===== src/rtl/insert_y.sv =====
// Rebuilds the N-digit write-path word by serially re-inserting Y digits into an M-digit payload.
// Each Y digit is the previous output digit plus one, so it never repeats its lower neighbour.
module insert_y #(
  parameter int N = 100,
  parameter int M = 84,
  parameter logic [N-1:0] Y_MASK =
    N'((100'hF << 96) | (100'h7 << 62) | (100'h7 << 14) | 100'h3F)
) (
  input  logic           clk,
  input  logic           rst,
  input  logic           in_valid,
  output logic           in_ready,
  input  logic [2*M-1:0] word_in,
  output logic           out_valid,
  input  logic           out_ready,
  output logic [2*N-1:0] word_out,
  output logic           busy
);

  localparam int POS_W = $clog2(N);
  localparam logic [POS_W-1:0] LAST_POS = POS_W'(N - 1);

  if ($countones(Y_MASK) != N - M) begin : g_bad_mask
    $error("insert_y: popcount of Y_MASK must equal N-M");
  end

  typedef enum logic [1:0] {IDLE, RUN, DONE} state_t;

  state_t           state;
  state_t           state_next;
  logic [2*M-1:0]   sr;
  logic [POS_W-1:0] pos;
  logic [1:0]       prev;
  logic [1:0]       d;
  logic [2*N-1:0]   word_q;

  always_ff @(posedge clk or posedge rst) begin
    if (rst) state <= IDLE;
    else     state <= state_next;
  end

  always_comb begin
    state_next = state;
    in_ready   = 1'b0;
    out_valid  = 1'b0;
    busy       = 1'b1;
    case (state)
      IDLE: begin
        in_ready = 1'b1;
        busy     = 1'b0;
        if (in_valid) state_next = RUN;
      end
      RUN: begin
        if (pos == LAST_POS) state_next = DONE;
      end
      DONE: begin
        out_valid = 1'b1;
        if (out_ready) state_next = IDLE;
      end
      default: state_next = IDLE;
    endcase
  end

  // Y positions bump the previous digit; payload positions pop the next input digit.
  always_comb begin
    d = sr[1:0];
    if (Y_MASK[pos]) d = prev + 2'd1;
  end

  always_ff @(posedge clk or posedge rst) begin
    if (rst) begin
      sr     <= '0;
      pos    <= '0;
      prev   <= 2'b00;
      word_q <= '0;
    end else begin
      case (state)
        IDLE: begin
          if (in_valid) begin
            sr     <= word_in;
            pos    <= '0;
            prev   <= 2'b00;
            word_q <= '0;
          end
        end
        RUN: begin
          word_q[{pos, 1'b0} +: 2] <= d;
          prev <= d;
          pos  <= pos + 1'b1;
          if (!Y_MASK[pos]) sr <= sr >> 2;
        end
        default: ;
      endcase
    end
  end

  assign word_out = word_q;

endmodule


===== config.mk =====
export PLATFORM = sky130hd
export DESIGN_NAME = insert_y
export DESIGN_NICKNAME = d
export VERILOG_FILES = /design/src/rtl/insert_y.sv
export SDC_FILE = /design/constraint.sdc
export NUM_CORES = 1
export LEC_CHECK = 0
export ABC_CLOCK_PERIOD_IN_PS = 32299
export BUFFER_PORTS_ARGS = -buffer_cell sky130_fd_sc_hd__buf_2
export CAP_MARGIN = 20
export CORE_ASPECT_RATIO = 0.8
export CORE_UTILIZATION = 59
export CTS_CLUSTER_DIAMETER = 60
export DETAILED_ROUTE_END_ITERATION = 6
export GPL_TIMING_DRIVEN = 0
export PLACE_DENSITY_LB_ADDON = 0.25
export SLEW_MARGIN = 40
export SYNTH_ARGS = -nofsm -noshare
export SYNTH_HDL_FRONTEND = slang
export SYNTH_SLANG_ARGS = --single-unit
export TNS_END_PERCENT = 50

===== constraint.sdc =====
create_clock -name clk -period 32.3 [get_ports clk]
set_input_delay 3.23 -clock clk [delete_from_list [all_inputs] [get_ports clk]]
set_output_delay 3.23 -clock clk [all_outputs]
set_load 0.005 [all_outputs]

==> impl_metrics.tcl, run 1 <==
set metrics [dict create \
    synthTopCellsByCount "dfrtp_1, nand2_1, o21ai_0" \
    grt_use_total 0.366 \
    htree_levels 2 \
    synth-edff-count 0 \
    core_region_area_um2 28600 \
    synthXorXnorAreaFrac 0.00405 \
    syn_to_final_growth_pct 22.3 \
    fin_tns_setup_ps 0 \
    cts_tree "built" \
    critPathKind "input pin to register" \
    synthCells 1717 \
    globalRouteOverflowTotal 0 \
    ant_nets 0 \
    syn-cell-area_um2 17300 \
    yosysMostFrequentCell "dfrtp_1" \
    dpl.cell_count 2466 \
    clock_tree.root_cell "clkbuf_16" \
    instances_no_fill 2538 \
    cts_hold_buf 0 \
    fin_worst_hold_slack_ps 477 \
    cts_buffers 39 \
    yosysTopAreaCellShare 0.548 \
    dp_hpwl_mm 39.8 \
    vdd_ir_drop_max_v 0.0000644 \
    fin_crit_sh 0.159 \
    ys_seq_area_frac 0.548 \
    required_ps 32690 \
    muxShareOfSynthArea 0.122 \
    synth_flop_cell "dfrtp_1" \
    relSlewSlack 0.391 \
    cts_resized 0 \
    clock_skew_ps 18.1 \
    status "finished, final reports clean" \
    worst_setup_path_end_kind "register" \
    grt_max_degree 79 \
    synth_compound_area_frac 0.148 \
    cp_max_fo 10 \
    grt_first_pass_wirelength_mm 85.6 \
    post-route-util 0.742 \
    viasPerCell 6.17 \
    dieWidth_um 194 \
    finalMaxSlewViolations 0 \
    whs_path_depth 2 \
    arrival_ps 5510 \
    drive_above_1_share 0.242 \
    die_h_um 155 \
    synth_cell_types 56 \
    clk_latency_ps 540 \
    die_area_um2 30100 \
    synth_adder_area_share 0.00433 \
    worst_pin_slew_ps 906 \
    clkTransAtPathRegs_ps 60 \
    finalWorstSetupSlack_ps 27180 \
    cts_max_path_buffers 3 \
    yosys.area_share.simple 0.135 \
    portBuffers 374 \
    synthTopCellsByArea "dfrtp_1, mux2i_1, o21ai_0" \
    max_freq_mhz 195 \
    wire_per_inst_um 21.7 \
    synth_area_leader_cell "dfrtp_1" \
    rsz0062_at_grt "no" \
    syn-num-nets 1895 \
    synth_top_family_by_area "compound AO/OA/AOI/OAI gates" \
    drt_first_pass_iters 5 \
    syn_area_per_cell_um2 10.1 \
    power_mw 2.43 \
    antenna_found_initial 9 \
    wl_mm 55.1 \
    num_vias 15700 \
    drt_iter0_markers 1535 \
    synth-seq-cells 379 \
    power.density_nw_per_um2 115 \
    start_util 0.607 \
    dp_slack_ps 26780 \
    num_io_pins 375 \
    synthArstFlopShare 1.00 \
    p_leak_nw 9.67 \
    start_kind "input pin" \
    clock_sinks 379 \
    row_count 55 \
    hold_path.class "register to register" \
    cts_setup_buffers 0 \
    rr_worst_depth 11 \
    fin_nets 2315 \
    hold_viol 0 \
    grt_pass1_vias 15300 \
    yosys_warnings 0 \
    min_period_ps 5120 \
    drc 0 \
    place_area_um2 19800 \
    design_area_um2 21200 \
    place_congestion 0.975 \
    maxCapViolations 0 \
    finalSetupViolCount 0 \
]
kinds of logic (layout without fill, tap and decap cells):
family,after synthesis,in the layout
other,0,3
muxes,211,211
DFF,379,379
AOI/OAI and AO/OA,436,436
buffers and inverters,149,597
xor gates and xnor gates,8,8
adders and majority gates,6,6
and+or+nand+nor,528,528
placed cells by master, fill, tap and decap left out, types with 3 or more instances in the layout:
master     count
nor2b_1        6
nand2b_1      12
or2_2          5
inv_1         17
clkbuf_8      12
or3_1          4
or4_1          3
clkbuf_16     41
and2_1         3
clkbuf_1      83
nand3_1       96
a22o_1         3
o31ai_1       31
buf_6          6
mux2i_1      209
o22ai_1       13
xnor2_1        6
nor3b_1        4
buf_4          4
buf_1          4
nand2_1      316
nand3_2        7
bufinv_16      3
dfrtp_1      379
nor2_1        34
o211ai_1      67
nor3_1        13
ha_1           6
a32o_1         6
buf_16         5
and3_1         6
nand4_1        7
diode_2        3
clkinv_2       7
buf_2        411
a21oi_1        8
o21ai_0      278
o21ai_1        6
a31oi_1        6
cell type report:
class	instances	area (um^2)
Timing Repair Buffer	379	2010
Clock buffer	57	1210
Antenna cell	3	7.51
Inverter	18	75.1
Tap cell	370	463
Buffer	131	599
Multi-Input combinational cell	1189	7200
Clock inverter	12	141
Sequential cell	379	9480
Fill cell	2076	7370
sequential cells by signal (all words and copies together), names as in the netlist:
signal / count
word_out: 200
sr: 168
pos: 7
state: 2
prev: 2
critical path, cell delays in order:
cell and delay [ps]:
buf_2 70, nor2_1 40, nor2_1 650, nand2_1 370, clkbuf_1 380, buf_1 430, nand3_1 210, o21ai_0 130
routing by layer:
layer / part of all wire / wire length (um) / global-route usage / vias to the layer above
li1: - / - / - / 6932
met1: 0.40 / 21800 / 0.493 / 7617
met2: 0.45 / 25100 / 0.575 / 948
met3: 0.11 / 6280 / 0.102 / 156
met4: 0.035 / 1940 / 0.129 / 10
met5: 0.0011 / 58 / 0 / -
where the power goes:
group	switching [mW]	leakage [nW]	total, mW	internal [mW]
Combinational	0.819	3.91	1.20	0.382
Clock	0.191	0.670	0.473	0.283
Sequential	0.109	5.09	0.756	0.647
Total	1.12	9.67	2.43	1.31
worst paths after layout:
check                                    startpoint                         to  slack [ps]
worst min register to register  sr[127]$_DFFE_PP0P_        sr[127]$_DFFE_PP0P_         480
worst max-delay path                       in_valid   word_out[39]$_DFFE_PP0P_       27180
min in group asynchronous                       rst         sr[63]$_DFFE_PP0P_        2670
max in group asynchronous                       rst  word_out[143]$_DFFE_PP0P_       28240
worst max register to register   pos[0]$_DFFE_PP0P_  word_out[162]$_DFFE_PP0P_       28000
worst min-delay path            sr[127]$_DFFE_PP0P_        sr[127]$_DFFE_PP0P_         480
No activity file was read; power rests on OpenSTA's default activity.
==> run 2, diff against run 1 <==
- ABC_CLOCK_PERIOD_IN_PS: 32299 -> 4500
- CORE_UTILIZATION: 59 -> 50
- clock period: 32.3 -> 4.5 ns (I/O delays scaled with it)
==> impl_metrics.tcl, run 2 (same netlist as run 1, synthesis figures left out) <==
set metrics [dict create \
    status "finished, final reports clean" \
    final_cell_mix "buf_2, dfrtp_1, nand2_1" \
    dp_slack_ps 528 \
    max_freq_mhz 241 \
    num_vias 15500 \
    dieWidth_um 210 \
    wl_mm 56.8 \
    critPathKind "register to register" \
    finalMaxSlewViolations 0 \
    portBuffers 374 \
    clkTransAtPathRegs_ps 60 \
    ant_nets 0 \
    cts_buffers 41 \
    finalSetupViolCount 0 \
    grt_first_pass_wirelength_mm 87.9 \
    clock_sinks 379 \
    hold_viol 0 \
    fin_nets 2333 \
    reg2reg_from "pos[0]$_DFFE_PP0P_" \
    syn_to_final_growth_pct 25.1 \
    maxCapViolations 0 \
    die_area_um2 35400 \
    worstReg2RegEnd "word_out[50]$_DFFE_PP0P_" \
    grt_use_total 0.320 \
    wire_per_inst_um 21.3 \
    start_kind "register" \
    cts_max_path_buffers 3 \
    drt_first_pass_iters 5 \
    worst_setup_path_end_kind "register" \
    antenna_found_initial 9 \
    dp_hpwl_mm 42.7 \
    start_util 0.512 \
    drc 0 \
    hold_end "sr[166]$_DFFE_PP0P_" \
    r2r_slack_ps 340 \
    cp_max_fo 10 \
    min-delay-start "word_in[166]" \
    min_period_ps 4160 \
    clock_tree.root_cell "clkbuf_16" \
    p_leak_nw 9.80 \
    cts_tree "built" \
    layout_commonest_cell "buf_2" \
    place_congestion 1.00 \
    htree_levels 2 \
    grt_max_degree 27 \
    rsz0062_at_grt "no" \
    drive_above_1_share 0.244 \
    fin_worst_hold_slack_ps 131 \
    drt_iter0_markers 1496 \
    cts_setup_buffers 0 \
    clk_latency_ps 560 \
    grt_pass1_vias 15500 \
    relSlewSlack 0.413 \
    post-route-util 0.640 \
    arrival_ps 4620 \
    globalRouteOverflowTotal 0 \
    vdd_ir_drop_max_v 0.000466 \
    clock_skew_ps 22.2 \
    fin_crit_sh 0.924 \
    die_h_um 168 \
    core_region_area_um2 33900 \
    required_ps 4970 \
    num-fill-cells 2755 \
    fin_tns_setup_ps 0 \
    finalWorstSetupSlack_ps 343 \
    power.density_nw_per_um2 802 \
    num_io_pins 375 \
    worst_pin_slew_ps 875 \
    whs_path_depth 2 \
    hold_path.class "input pin to register" \
    rr_worst_depth 11 \
    row_count 60 \
    viasPerCell 5.83 \
    largest_register_ffs 200 \
]
==> run 2: changes by cell type in the layout (fill, tap and decap cells not counted), moves of 2 or more <==
cell and delta:
buf_12 +5, clkinv_2 -5, clkinvlp_4 +2, buf_16 +9, bufinv_16 -3, diode_2 +7, clkbuf_1 +10, clkbuf_8 -2
inv_6 +2, clkbuf_16 +2
==> run 2: power breakdown <==
part	leakage [nW]	internal [mW]	total, mW	switching [mW]
clock network	0.640	1.93	3.33	1.40
logic	4.07	2.78	8.62	5.84
registers	5.09	4.65	5.43	0.785
total	9.80	9.35	17.4	8.02
==> run 2: final cells by class <==
cell class                      instances  area, um^2  area share
Sequential cell                       379        9480       0.438
Buffer                                131         599      0.0277
Timing Repair Buffer                  395        2380       0.110
Inverter                               18        71.3     0.00329
Tap cell                              465         582      0.0268
Multi-Input combinational cell       1189        7210       0.333
Antenna cell                           10        25.0     0.00115
Clock buffer                           67        1270      0.0584
Clock inverter                          7        51.3     0.00237
==> run 2: how the worst max path moves through the flow <==
stage | cells after the start | start | endpoint
floorplan | 1 | rst | pos[0]$_DFFE_PP0P_
CTS | 11 | pos[0]$_DFFE_PP0P_ | word_out[50]$_DFFE_PP0P_
detailed placement | 11 | pos[0]$_DFFE_PP0P_ | word_out[50]$_DFFE_PP0P_
finish | 11 | pos[0]$_DFFE_PP0P_ | word_out[50]$_DFFE_PP0P_
global route | 11 | pos[0]$_DFFE_PP0P_ | word_out[134]$_DFFE_PP0P_
global placement | 2 | rst | sr[106]$_DFFE_PP0P_
==> run 2: repair_timing <==
item,in CTS,in global routing
endpoints found under the hold margin,19,0
resized for setup,0,0
hold buffers,1,0
==> run 2: per-layer routing <==
| metal | GRT usage | wire length (um) | vias to the layer above |
|---|---|---|---|
| met5 | 0 | 42 | - |
| met1 | 0.426 | 23400 | 7609 |
| li1 | - | - | 6974 |
| met3 | 0.0833 | 5230 | 157 |
| met2 | 0.500 | 26000 | 756 |
| met4 | 0.130 | 2150 | 6 |
==> run 2: stage by stage <==
stage | std cells | area [um^2] | total power [mW]
6_report | 2661 | 21700 | 17.4
5_1_grt | 2653 | 21700 | 18.5
4_1_cts | 2651 | 21600 | 17.3
3_5_place_dp | 2576 | 20300 | 13.9
3_3_place_gp | 2556 | 19800 | 13.5
2_1_floorplan | 1717 | 17300 | 10.7
==> run 2: worst max-delay path: stages (launching register included) <==
cell and delay, ps:
dfrtp_1 500, clkbuf_1 490, inv_1 210, ha_1 300
ha_1 310, clkbuf_1 340, clkbuf_1 400, nand2_1 140
clkbuf_1 330, nor3_1 490, nand2_1 300, o21ai_0 260
